### config.mk
export PLATFORM = sky130hd
export DESIGN_NAME = uart_rx
export DESIGN_NICKNAME = d
export VERILOG_FILES = /design/src/rtl/uart_rx.sv
export SDC_FILE = /design/constraint.sdc
export NUM_CORES = 1
export LEC_CHECK = 0
export ABC_CLOCK_PERIOD_IN_PS = 1700
export CAP_MARGIN = 0
export CORE_AREA = 2 2 87 68
export CTS_CLUSTER_DIAMETER = 100
export DETAILED_ROUTE_END_ITERATION = 7
export DIE_AREA = 0 0 89 70
export PLACE_DENSITY = 0.83
export SETUP_SLACK_MARGIN = 0.5
export SLEW_MARGIN = 15
export SYNTH_ARGS = -nofsm -noshare
export SYNTH_HDL_FRONTEND = slang
export SYNTH_SLANG_ARGS = --single-unit
### constraint.sdc
create_clock -name bclk -period 1.7 [get_ports bclk]
set_input_delay 0.255 -clock bclk [delete_from_list [all_inputs] [get_ports bclk]]
set_output_delay 0.255 -clock bclk [all_outputs]
set_load 0.1 [all_outputs]
### src/rtl/uart_rx.sv
// 8N1 UART receiver: 2-flop synchronizer, oversampled majority-vote bit recovery,
// and a small byte FIFO with sticky frame-error and overrun flags.
module uart_rx #(
    parameter int OVERSAMPLE = 16,
    parameter int FIFO_DEPTH = 4
) (
    input  logic       bclk,
    input  logic       reset,
    input  logic       rx,
    input  logic       re,
    input  logic       clr_err,
    output logic [7:0] rdata,
    output logic       rvalid,
    output logic       frame_err,
    output logic       overrun
);

    localparam int M  = OVERSAMPLE / 2;
    localparam int CW = $clog2(OVERSAMPLE);
    localparam int AW = $clog2(FIFO_DEPTH);

    // cnt holds the phase reached after each edge, so the edge that sees cnt=M
    // is the one where the phase advances to M+1: the decision edge.
    localparam logic [CW-1:0] C_S0   = CW'(M - 2);
    localparam logic [CW-1:0] C_S1   = CW'(M - 1);
    localparam logic [CW-1:0] C_DEC  = CW'(M);
    localparam logic [CW-1:0] C_LAST = CW'(OVERSAMPLE - 1);
    localparam logic [CW-1:0] C_ONE  = CW'(1);
    localparam logic [AW:0]   P_ONE  = (AW + 1)'(1);

    typedef enum logic [2:0] {IDLE, START, DATA, STOP, BRK} state_t;

    state_t          state, state_next;
    logic            sync1, rx_s;
    logic [CW-1:0]   cnt, cnt_next;
    logic [2:0]      idx, idx_next;
    logic [7:0]      shreg, shreg_next;
    logic [1:0]      samp, samp_next;
    logic            maj;
    logic            push, fe_set, ovr_set;
    logic            fe_pend, ovr_pend;
    logic [AW:0]     wr_ptr, rd_ptr;
    logic            full, pop, do_write;
    logic [7:0]      mem [FIFO_DEPTH];

    // NOTE: sequential state uses non-blocking assignments so every flop samples
    // pre-edge values regardless of block evaluation order.
    always_ff @(posedge bclk or posedge reset) begin
        if (reset) begin
            sync1 <= 1'b1;
            rx_s  <= 1'b1;
        end else begin
            sync1 <= rx;
            rx_s  <= sync1;
        end
    end

    assign maj = (samp[0] & samp[1]) | (samp[0] & rx_s) | (samp[1] & rx_s);

    always_ff @(posedge bclk or posedge reset) begin
        if (reset) begin
            state <= IDLE;
            cnt   <= '0;
            idx   <= '0;
            shreg <= '0;
            samp  <= '0;
        end else begin
            state <= state_next;
            cnt   <= cnt_next;
            idx   <= idx_next;
            shreg <= shreg_next;
            samp  <= samp_next;
        end
    end

    // NOTE: every output of this block gets a default first; a missed branch
    // would otherwise infer a latch.
    always_comb begin
        state_next = state;
        cnt_next   = cnt;
        idx_next   = idx;
        shreg_next = shreg;
        samp_next  = samp;
        push       = 1'b0;
        fe_set     = 1'b0;

        if (state != IDLE && state != BRK) begin
            cnt_next = (cnt == C_LAST) ? '0 : cnt + C_ONE;
            if (cnt == C_S0) samp_next[0] = rx_s;
            if (cnt == C_S1) samp_next[1] = rx_s;
        end

        case (state)
            IDLE: begin
                cnt_next = '0;
                idx_next = '0;
                if (!rx_s) state_next = START;
            end
            START: begin
                if (cnt == C_DEC && maj) begin
                    state_next = IDLE;
                    cnt_next   = '0;
                end else if (cnt == C_LAST) begin
                    state_next = DATA;
                    idx_next   = '0;
                end
            end
            DATA: begin
                if (cnt == C_DEC) shreg_next = {maj, shreg[7:1]};
                if (cnt == C_LAST) begin
                    if (idx == 3'd7) state_next = STOP;
                    else             idx_next   = idx + 3'd1;
                end
            end
            STOP: begin
                if (cnt == C_DEC) begin
                    cnt_next = '0;
                    if (maj) begin
                        push       = 1'b1;
                        state_next = IDLE;
                    end else begin
                        fe_set     = 1'b1;
                        state_next = BRK;
                    end
                end
            end
            BRK: begin
                cnt_next = '0;
                if (rx_s) state_next = IDLE;
            end
            default: state_next = IDLE;
        endcase
    end

    // FIFO: extra pointer MSB distinguishes full from empty.
    assign full     = (wr_ptr[AW] != rd_ptr[AW]) && (wr_ptr[AW-1:0] == rd_ptr[AW-1:0]);
    assign rvalid   = (wr_ptr != rd_ptr);
    assign pop      = re && rvalid;
    assign do_write = push && (!full || pop);
    assign ovr_set  = push && full && !pop;
    assign rdata    = rvalid ? mem[rd_ptr[AW-1:0]] : 8'h00;

    always_ff @(posedge bclk or posedge reset) begin
        if (reset) begin
            wr_ptr <= '0;
            rd_ptr <= '0;
        end else begin
            if (do_write) wr_ptr <= wr_ptr + P_ONE;
            if (pop)      rd_ptr <= rd_ptr + P_ONE;
        end
    end

    // NOTE: storage is left unreset; rdata is gated by rvalid so stale
    // contents are never visible.
    always_ff @(posedge bclk) begin
        if (do_write) mem[wr_ptr[AW-1:0]] <= shreg;
    end

    // Flags rise one edge after the decision; a set wins over clr_err.
    always_ff @(posedge bclk or posedge reset) begin
        if (reset) begin
            fe_pend   <= 1'b0;
            ovr_pend  <= 1'b0;
            frame_err <= 1'b0;
            overrun   <= 1'b0;
        end else begin
            fe_pend  <= fe_set;
            ovr_pend <= ovr_set;
            if (fe_pend)      frame_err <= 1'b1;
            else if (clr_err) frame_err <= 1'b0;
            if (ovr_pend)     overrun   <= 1'b1;
            else if (clr_err) overrun   <= 1'b0;
        end
    end

endmodule

==> impl_metrics.json, run 1 <==
{
  "status": "finished with violations",
  "failed_checks": "negative setup slack",
  "clkLatencyLatePin_ns": 0.35,
  "cp.arrival_ns": 1.78,
  "hp-class": "input port to async pin",
  "synth_area_sq_mm": 0.002796,
  "start_kind": "flop",
  "clock_tree.buffer_depth": 2,
  "routed-via-count": 1872,
  "hold_violations": 0,
  "p_leak_nw": 1.815,
  "cp-end-kind": "output port",
  "async_flop_share": 0.5000,
  "synth_edf_count": 32,
  "synth_top_cells_by_count": "edfxtp_1, dfrtp_1, mux2_2",
  "cts.sinks": 64,
  "clock_skew_ns": 0.01558,
  "path_clk_slew_ns": 0.08,
  "final_nets": 274,
  "n_antenna_cell": 0,
  "die_width_um": 89,
  "initial_core_util": 0.5061,
  "synth_cells": 180,
  "drive_gt1_frac": 0.6212,
  "port_buffers": 15,
  "ys.flop_type": "edfxtp_1",
  "postCtsHoldBufs": 0,
  "avgRoutedWirePerCell_um": 21.98,
  "ant_nets": 0,
  "period_needed_ns": 2.039,
  "worstPathRequired_ns": 1.44,
  "synth_cell_types": 42,
  "power_density_mw_per_mm2": 1807,
  "grt_max_degree": 33,
  "die-area_sq_mm": 0.006230,
  "synthTopCellsByArea": "edfxtp_1, dfrtp_1, mux4_1, mux2_2, ha_1",
  "grt_pass1_wl_mm": 10.45,
  "nFillCells": 302,
  "die_y_um": 70,
  "drc": 0,
  "numCtsBuffers": 9,
  "drtPass1Iterations": 4,
  "synth_top_area_share": 0.3436,
  "yosysTopAreaCell": "edfxtp_1",
  "via_per_inst": 5.474,
  "io_pins": 16,
  "setup_slack_ns": -0.3395,
  "ir_worst_vdd_mv": 0.9162,
  "rsz0062_at_grt": "yes",
  "instances_no_fill": 342,
  "cts_tree": "yes",
  "grt_pass1_vias": 1918,
  "ys_seq_elements": 64,
  "cts_max_level": 3,
  "synth_most_common_cell": "edfxtp_1",
  "post-route-util": 0.7769,
  "dp_hpwl_mm": 3.492,
  "finalWirelength_mm": 7.517,
  "critPathMaxFanout": 8,
  "worst_pin_slew_ns": 0.4213,
  "grt.total_usage": 0.2350,
  "fin_crit_sh": 1.200,
  "drt-initial-drc-count": 140,
  "core_area_sq_mm": 0.005525,
  "yosysWarningCount": 0,
  "rows": 24,
  "antenna_found_initial": 0,
  "drv_slew": 0,
  "root_buffer": "clkbuf_8",
  "relSlewSlack": 0.7191,
  "setup_viol": 44,
  "gp_congestion": 0.7382,
  "grt-ovfl-total": 0,
  "dp.cells": 286,
  "syn_to_final_growth_pct": 53.51,
  "drv_cap": 0,
  "critPathKind": "flop to output port",
  "synth-seq-area-share": 0.6309,
  "avgSynthCellArea_sq_um": 15.54,
  "max_freq_mhz": 490.3,
  "syn_nets": 195
}
[power by group]
group / switching [mW] / internal (mW) / total, mW
Combinational: 2.31 / 2.08 / 4.39
Clock: 0.624 / 0.824 / 1.45
Sequential: 0.160 / 1.76 / 1.92
Total: 3.09 / 4.67 / 7.76
[placed cells by master, fill, tap and decap left out, types with 2 or more instances in the layout]
master           netlist  layout
nor2_1                10       5
nor2_4                 1       5
mux2_4                 1      13
xnor2_4                0       2
a22o_1                 2       2
mux4_1                 8       2
mux4_2                 0       6
and2_4                 0      11
xnor2_1                5       3
clkbuf_8               0       9
nand3_4                0       3
xnor2_2                2       2
a21o_1                 2       2
nand3_1                7       2
clkdlybuf4s50_1        0       4
dfrtp_1               30      30
bufinv_16              0       2
nand2_2                1       4
nand3_2                0       3
ha_1                  10       5
buf_4                  0      33
buf_12                 0      15
inv_1                  8       6
clkinvlp_4             0       3
inv_2                  0       2
ha_4                   0       4
buf_6                  2      19
nor4_4                 0       2
edfxtp_1              32      32
dfstp_2                2       2
o21ai_2                0       2
[critical path, stage by stage (launching register included)]
cell and delay (ns):
dfrtp_1 0.40, buf_12 0.17, mux4_2 0.53, and2_4 0.17, buf_12 0.16
[logic make-up after synthesis]
logic type      after synthesis  synth area share
simple gates                 49            0.1029
flops                        64            0.6309
mux                          21            0.1289
xor+xnor                      8           0.03042
fa+ha+maj                    11           0.04832
buf+inv                      14           0.02595
compound gates               13           0.03267
[through the flow]
stage	instance area, sq um	worst slack, ns	hold WS (ns)	power [mW]	setup TNS [ns]
after floorplan	2910	0.01887	0.2595	4.078	0
after global placement	3372	0.02990	0.3466	4.954	0
after detailed placement	3372	-0.03651	0.3525	5.044	-0.4478
after CTS	3950	-0.3463	0.3058	7.057	-3.842
after global routing	4293	-0.3870	0.3139	8.035	-9.214
final	4293	-0.3395	0.2933	7.758	-7.362
[path summary, 6_finish.rpt]
check / end / cells after the start / start / slack [ns]
max in group asynchronous: sync1$_DFF_PP1_ / 3 / reset / 1.07
setup / recovery: rdata[3] / 4 / rd_ptr[0]$_DFFE_PP0P_ / -0.34
min in group bclk: sync1$_DFF_PP1_ / 1 / rx / 0.32
hold / removal: shreg[6]$_DFFE_PP0P_ / 3 / reset / 0.29
hold reg to reg: rx_s$_DFF_PP1_ / 0 / sync1$_DFF_PP1_ / 0.36
setup reg to reg: mem[2][4]$_DFFE_PP_ / 6 / cnt[0]$_DFF_PP0_ / -0.16
[flip-flops by register name (all words and copies together) (netlist names)]
| signal | flops |
|---|---|
| mem | 32 |
| cnt | 4 |
| frame_err | 1 |
| idx | 3 |
| ovr_pend | 1 |
| rx_s | 1 |
| samp | 2 |
| rd_ptr | 3 |
| overrun | 1 |
| wr_ptr | 3 |
| shreg | 8 |
| state | 3 |
| fe_pend | 1 |
| sync1 | 1 |
[area by class of cell]
cell class	count	area [sq um]	area share
clock buffers	9	123.9	0.02885
clock inverters	7	96.34	0.02244
multi-input cells	103	1336	0.3113
repair buffers	73	844.6	0.1967
flip-flops and latches	64	1764	0.4110
well taps	78	97.59	0.02273
inverters	8	30.03	0.006995
[repair_timing]
item | 4_1_cts | 5_1_grt
pin swaps | 19 | 18
gates resized for setup | 62 | 34
endpoints found under the setup margin | 69 | 71
gates cloned | 2 | 0
buffers inserted | 14 | 24
[per-layer routing]
metal,track usage,vias to the layer above,part of all wire
met5,0,-,0
met4,0.07960,0,0.013
met3,0.08629,11,0.044
met1,0.3014,975,0.41
met2,0.3706,67,0.54
li1,-,819,-
No activity file was read; power rests on OpenSTA's default activity.
==> run 2: changes to the inputs <==
--- a/config.mk
+++ b/config.mk
@@ -8,7 +8,6 @@
 export ABC_CLOCK_PERIOD_IN_PS = 1700
 export CAP_MARGIN = 0
 export CORE_AREA = 2 2 87 68
-export CTS_CLUSTER_DIAMETER = 100
 export DETAILED_ROUTE_END_ITERATION = 7
 export DIE_AREA = 0 0 89 70
 export PLACE_DENSITY = 0.83
==> results of run 2 <==
No change in the layout: final DEF, timing and power equal those of run 1.
==> edit 1: new RTL, config.mk and constraints of run 1 <==
One comparison of `cnt` changes from == to >=.
--- a/src/rtl/uart_rx.sv
+++ b/src/rtl/uart_rx.sv
@@ -97,7 +97,7 @@
                 if (!rx_s) state_next = START;
             end
             START: begin
-                if (cnt == C_DEC && maj) begin
+                if (cnt >= C_DEC && maj) begin
                     state_next = IDLE;
                     cnt_next   = '0;
                 end else if (cnt == C_LAST) begin
Formal check against the unedited RTL: no difference found for any inputs over 10 cycles, from zero or initial values and one cycle with reset high; that may be too few to reach the edited logic, so the function may still have changed.
==> edit 1 against run 1 <==
The flow still finishes with violations (negative setup slack); synthesized area increased by 0.98%; first-iteration DRC count fell by 16%; total power is 2.2% lower; sequential cell count is the same; worst hold slack worse by 0.11 ns; setup slack improved by 0.068 ns; routed wire length shrank 3.7%; sequential power down 2%; critical path depth grew 2; final area shrank 2.0%; cell count did not move; largest power group unchanged.
==> edit 1: results (changes against run 1) <==
Setup path
  – CP top delay family: buffers and inverters (was multiplexers)
  – CP max FO: 10 (was 8)
  – Slowest-stage cell, CP: dfrtp_1 (was mux4_2)
  – CP Data Arrival Time: 1.72 ns (was 1.78 ns)
  – Slowest stage delay, CP: 0.40 ns (was 0.53 ns)

Timing
  – Final setup viols: 54 (was 44)
  – Slew HR: 0.6509 (was 0.7191)
  – Post-route setup slack: -0.2717 ns (was -0.3395 ns)
  – Total Neg Setup Slack: -7.245 ns (was -7.362 ns)
  – Clock Skews: 0.01113 ns (was 0.01558 ns)

Placement
  – RePlAce Congestion: 0.8401 (was 0.7382)
  – # port buffers: 15 (unchanged)
  – Post-Place Cells: 300 (was 286)
  – Post-Place Worst Slack: -0.1053 ns (was -0.03651 ns)
  – Post-DP HPWL: 3734 um (was 3492 um)

Synth
  – Top cells by count, synth: 32 x edfxtp_1, 30 x dfrtp_1, 11 x inv_1 (was 32 x edfxtp_1, 30 x dfrtp_1, 12 x mux2_2)
  – Synth Net Count: 204 (was 195)
  – Netlist cell types: 42 (unchanged)
  – Number of synthesized flops with an enable pin: 32 (unchanged)
  – Synthesis Warnings: 0 (unchanged)
  – Synth area leaders: edfxtp_1 34%, dfrtp_1 27%, mux4_1 7.4% (was edfxtp_1 34%, dfrtp_1 27%, mux4_1 7.5%)
  – Post-synthesis sequential area ratio: 0.6247 (was 0.6309)
  – Mean Syn Cell Area: 14.94 um^2 (was 15.54 um^2)

Finish
  – N_diodes: 0 (unchanged)
  – Share of post-route cells with drive strength above 1: 0.5682 (was 0.6212)

Power
  – Maximum VDD drop: 0.8066 mV (was 0.9162 mV)
  – LEAKAGE: 1.792 nW (was 1.815 nW)

Clock network
  – Worst skew pair latency: 0.34 ns

Global route
  – Number of global-route vias before repair: 1837 (was 1918)
  – Largest net degree at the start of global routing: 26 (was 33)
  – GR Util All Layers: 0.2196 (was 0.2350)
  – Antenna violations before repair: 0 (unchanged)
  – First-pass GRT wire length: 9867 um (was 10450 um)

Status
  – Failing checks: negative setup slack (unchanged)
  – Status: finished with violations (unchanged)

Detailed routing
  – DRT Pass-1 Iters: 4 (unchanged)
  – DR iter-0 viols: 118 (was 140)
  – Vias per std cell: 5.450 (was 5.474)
  – Mean routed wirelength per cell: 21.16 um (was 21.98 um)

Min path
  – Hold/Removal Path Class: in2async (unchanged)
[edit 1: final cells by class]
class	count	area (um^2)
Clock buffer	11	131.4
Clock inverter	5	105.1
Fill cell	301	1318
Inverter	11	41.29
Multi-Input combinational cell	108	1294
Sequential cell	64	1764
Tap cell	78	97.59
Timing Repair Buffer	65	774.5
[edit 1: final timing paths]
check	start	end	slack, ns	cells past startpoint
hold / removal	reset	shreg[1]	0.18	2
max in group asynchronous	reset	sync1	1.00	3
setup / recovery	rd_ptr[0]	rdata[7]	-0.27	6
hold reg to reg	sync1	rx_s	0.36	0
min in group bclk	rx	sync1	0.33	1
setup reg to reg	cnt[1]	mem[2][2]	-0.16	6
[edit 1: cell families after synthesis]
group / synth area share
buffers and inverters: 0.02969
XOR/XNOR: 0.02481
AO/OA/AOI/OAI: 0.03855
AND/OR/NAND/NOR: 0.1072
adder cells (fa/ha/maj): 0.04829
flip-flops: 0.6247
multiplexers: 0.1267
[edit 1: repair_timing]
item	4_1_cts	5_1_grt
setup endpoints to repair	70	71
cloned	1	1
pin swaps	19	9
buffers inserted	12	12
resized for setup	62	26
hold buffers	0	0
[edit 1: through the flow]
step                utilization  power, mW  cell area [um^2]
finish                   0.7615      7.586              4208
global route             0.7615      7.855              4208
CTS                      0.7242      7.134              4001
detailed placement       0.6243      5.132              3450
global placement         0.6243      5.050              3450
floorplan                     -      4.111              2943
[edit 1: power breakdown]
group | internal (mW) | switching (mW) | leakage (nW)
clock network | 0.975 | 0.575 | 0.110
registers | 1.76 | 0.117 | 0.737
logic | 1.89 | 2.27 | 0.945
[edit 1: worst register-to-register path: stages (launching register included)]
cell	delay, ns
dfrtp_1	0.39
inv_2	0.09
ha_4	0.14
and4b_2	0.28
nand2_4	0.08
nor3_4	0.30
and2_4	0.29
[edit 1: per-layer routing]
layer / vias to the layer above / wire (um) / GRT usage
li1: 826 / - / -
met5: - / 0 / 0
met4: 0 / 121 / 0.05141
met2: 53 / 3702 / 0.3449
met1: 975 / 3165 / 0.3047
met3: 10 / 248 / 0.06501
==> edit 2: new RTL, config.mk and constraints of run 1 <==
Without the edit above. `FIFO_DEPTH`: 4 -> 2.
--- a/src/rtl/uart_rx.sv
+++ b/src/rtl/uart_rx.sv
@@ -2,7 +2,7 @@
 // and a small byte FIFO with sticky frame-error and overrun flags.
 module uart_rx #(
     parameter int OVERSAMPLE = 16,
-    parameter int FIFO_DEPTH = 4
+    parameter int FIFO_DEPTH = 2
 ) (
     input  logic       bclk,
     input  logic       reset,
Behaviour: no difference found for any inputs over 10 cycles, from zero or initial values and one cycle with reset high; that may be too few to reach the edited logic, so the function may still have changed.
==> edit 2 against run 1 <==
The run still ends with negative setup slack left; critical endpoint is now mem[0][5]; synthesized area is 26% lower; routed wire length is 33% lower; register-to-register slack better by 0.03 ns; cell count is 10% lower; final area is 22% lower; total power is 20% lower; clock power is 44% lower; clock skew is 0.0072 ns lower; setup slack better by 0.21 ns; critical path type is now reg2reg; critical path depth is 2 higher; sequential cell count is 18 lower.
==> edit 2: results (changes against run 1) <==
Status
  – Failing checks: negative setup slack (unchanged)
  – Status: finished with violations (unchanged)

Finish
  – Finished Cell Area: 3363 um^2 (was 4293 um^2)
  – Multi-input combinational cell area: 1106 um^2 (was 1336 um^2)
  – Fillers: 412 (was 302)
  – Largest register FFs: 16 (was 32)
  – Fin util: 0.6087 (was 0.7769)
  – Clk tree area frac: 0.03348 (was 0.05130)
  – Non-CTS buffers: 69 (was 73)
  – Share of post-route cells with drive strength above 1: 0.6114 (was 0.6212)

Timing
  – Final setup viols: 39 (was 44)
  – Clock Skews: 0.008327 ns (was 0.01558 ns)
  – Total Neg Setup Slack: -3.658 ns (was -7.362 ns)
  – Post-route setup slack: -0.1318 ns (was -0.3395 ns)

Global route
  – First-pass GRT wire length: 7555 um (was 10450 um)

Power
  – Final Power: 6.192 mW (was 7.758 mW)
  – Maximum VDD drop: 0.6106 mV (was 0.9162 mV)
  – Seq pwr: 1.36 mW (was 1.92 mW)

Placement
  – RePlAce Congestion: 0.7745 (was 0.7382)
  – Post-DP HPWL: 2897 um (was 3492 um)

Setup path
  – Slowest-stage cell, CP: dfrtp_1 (was mux4_2)
  – Worst r2r dst: mem[0][5] (was mem[2][4])
  – Crit path to: mem[0][5] (was rdata[3])

Synth
  – Post-synth ARST share: 0.6522 (was 0.5000)
  – Synth area leaders: dfrtp_1 34%, edfxtp_1 23%, mux2i_1 4.9% (was edfxtp_1 34%, dfrtp_1 27%, mux4_1 7.5%)
  – Number of synthesized flops with an enable pin: 16 (was 32)

Detailed routing
  – Vias per std cell: 4.893 (was 5.474)
  – Mean routed wirelength per cell: 16.43 um (was 21.98 um)
  – DR vias: 1502 (was 1872)

Clock network
  – Post-CTS Repair Setup Buffers: 15 (was 14)
  – Worst skew pair latency: 0.30 ns (was 0.35 ns)
  – Cts repair resizes: 48 (was 62)
==> edit 2: cell types whose count changed in the layout (fill, tap and decap cells not counted), sizes merged, moves of 4 or more <==
cell / run 1 / this run
mux2i: 0 / 10
ha: 10 / 5
nand2: 7 / 2
nor2: 11 / 15
edfxtp: 32 / 16
buf: 69 / 65
and2: 11 / 2
nand3: 8 / 4
a21oi: 1 / 5
mux4: 8 / 0
clkbuf: 9 / 5
==> edit 2: layer usage <==
metal	vias up	track usage	part of all wire
met5	-	0	0
met4	0	0.03980	0.014
met3	11	0.04255	0.034
met2	36	0.2753	0.55
met1	753	0.2025	0.40
li1	702	-	-
==> edit 2: kinds of logic after synthesis <==
group,Yosys count,share of synthesized area
compound gates,19,0.05821
xor+xnor,7,0.02972
fa+ha+maj,6,0.03517
buf+inv,18,0.04669
flops,46,0.5979
mux,20,0.1031
simple gates,44,0.1292
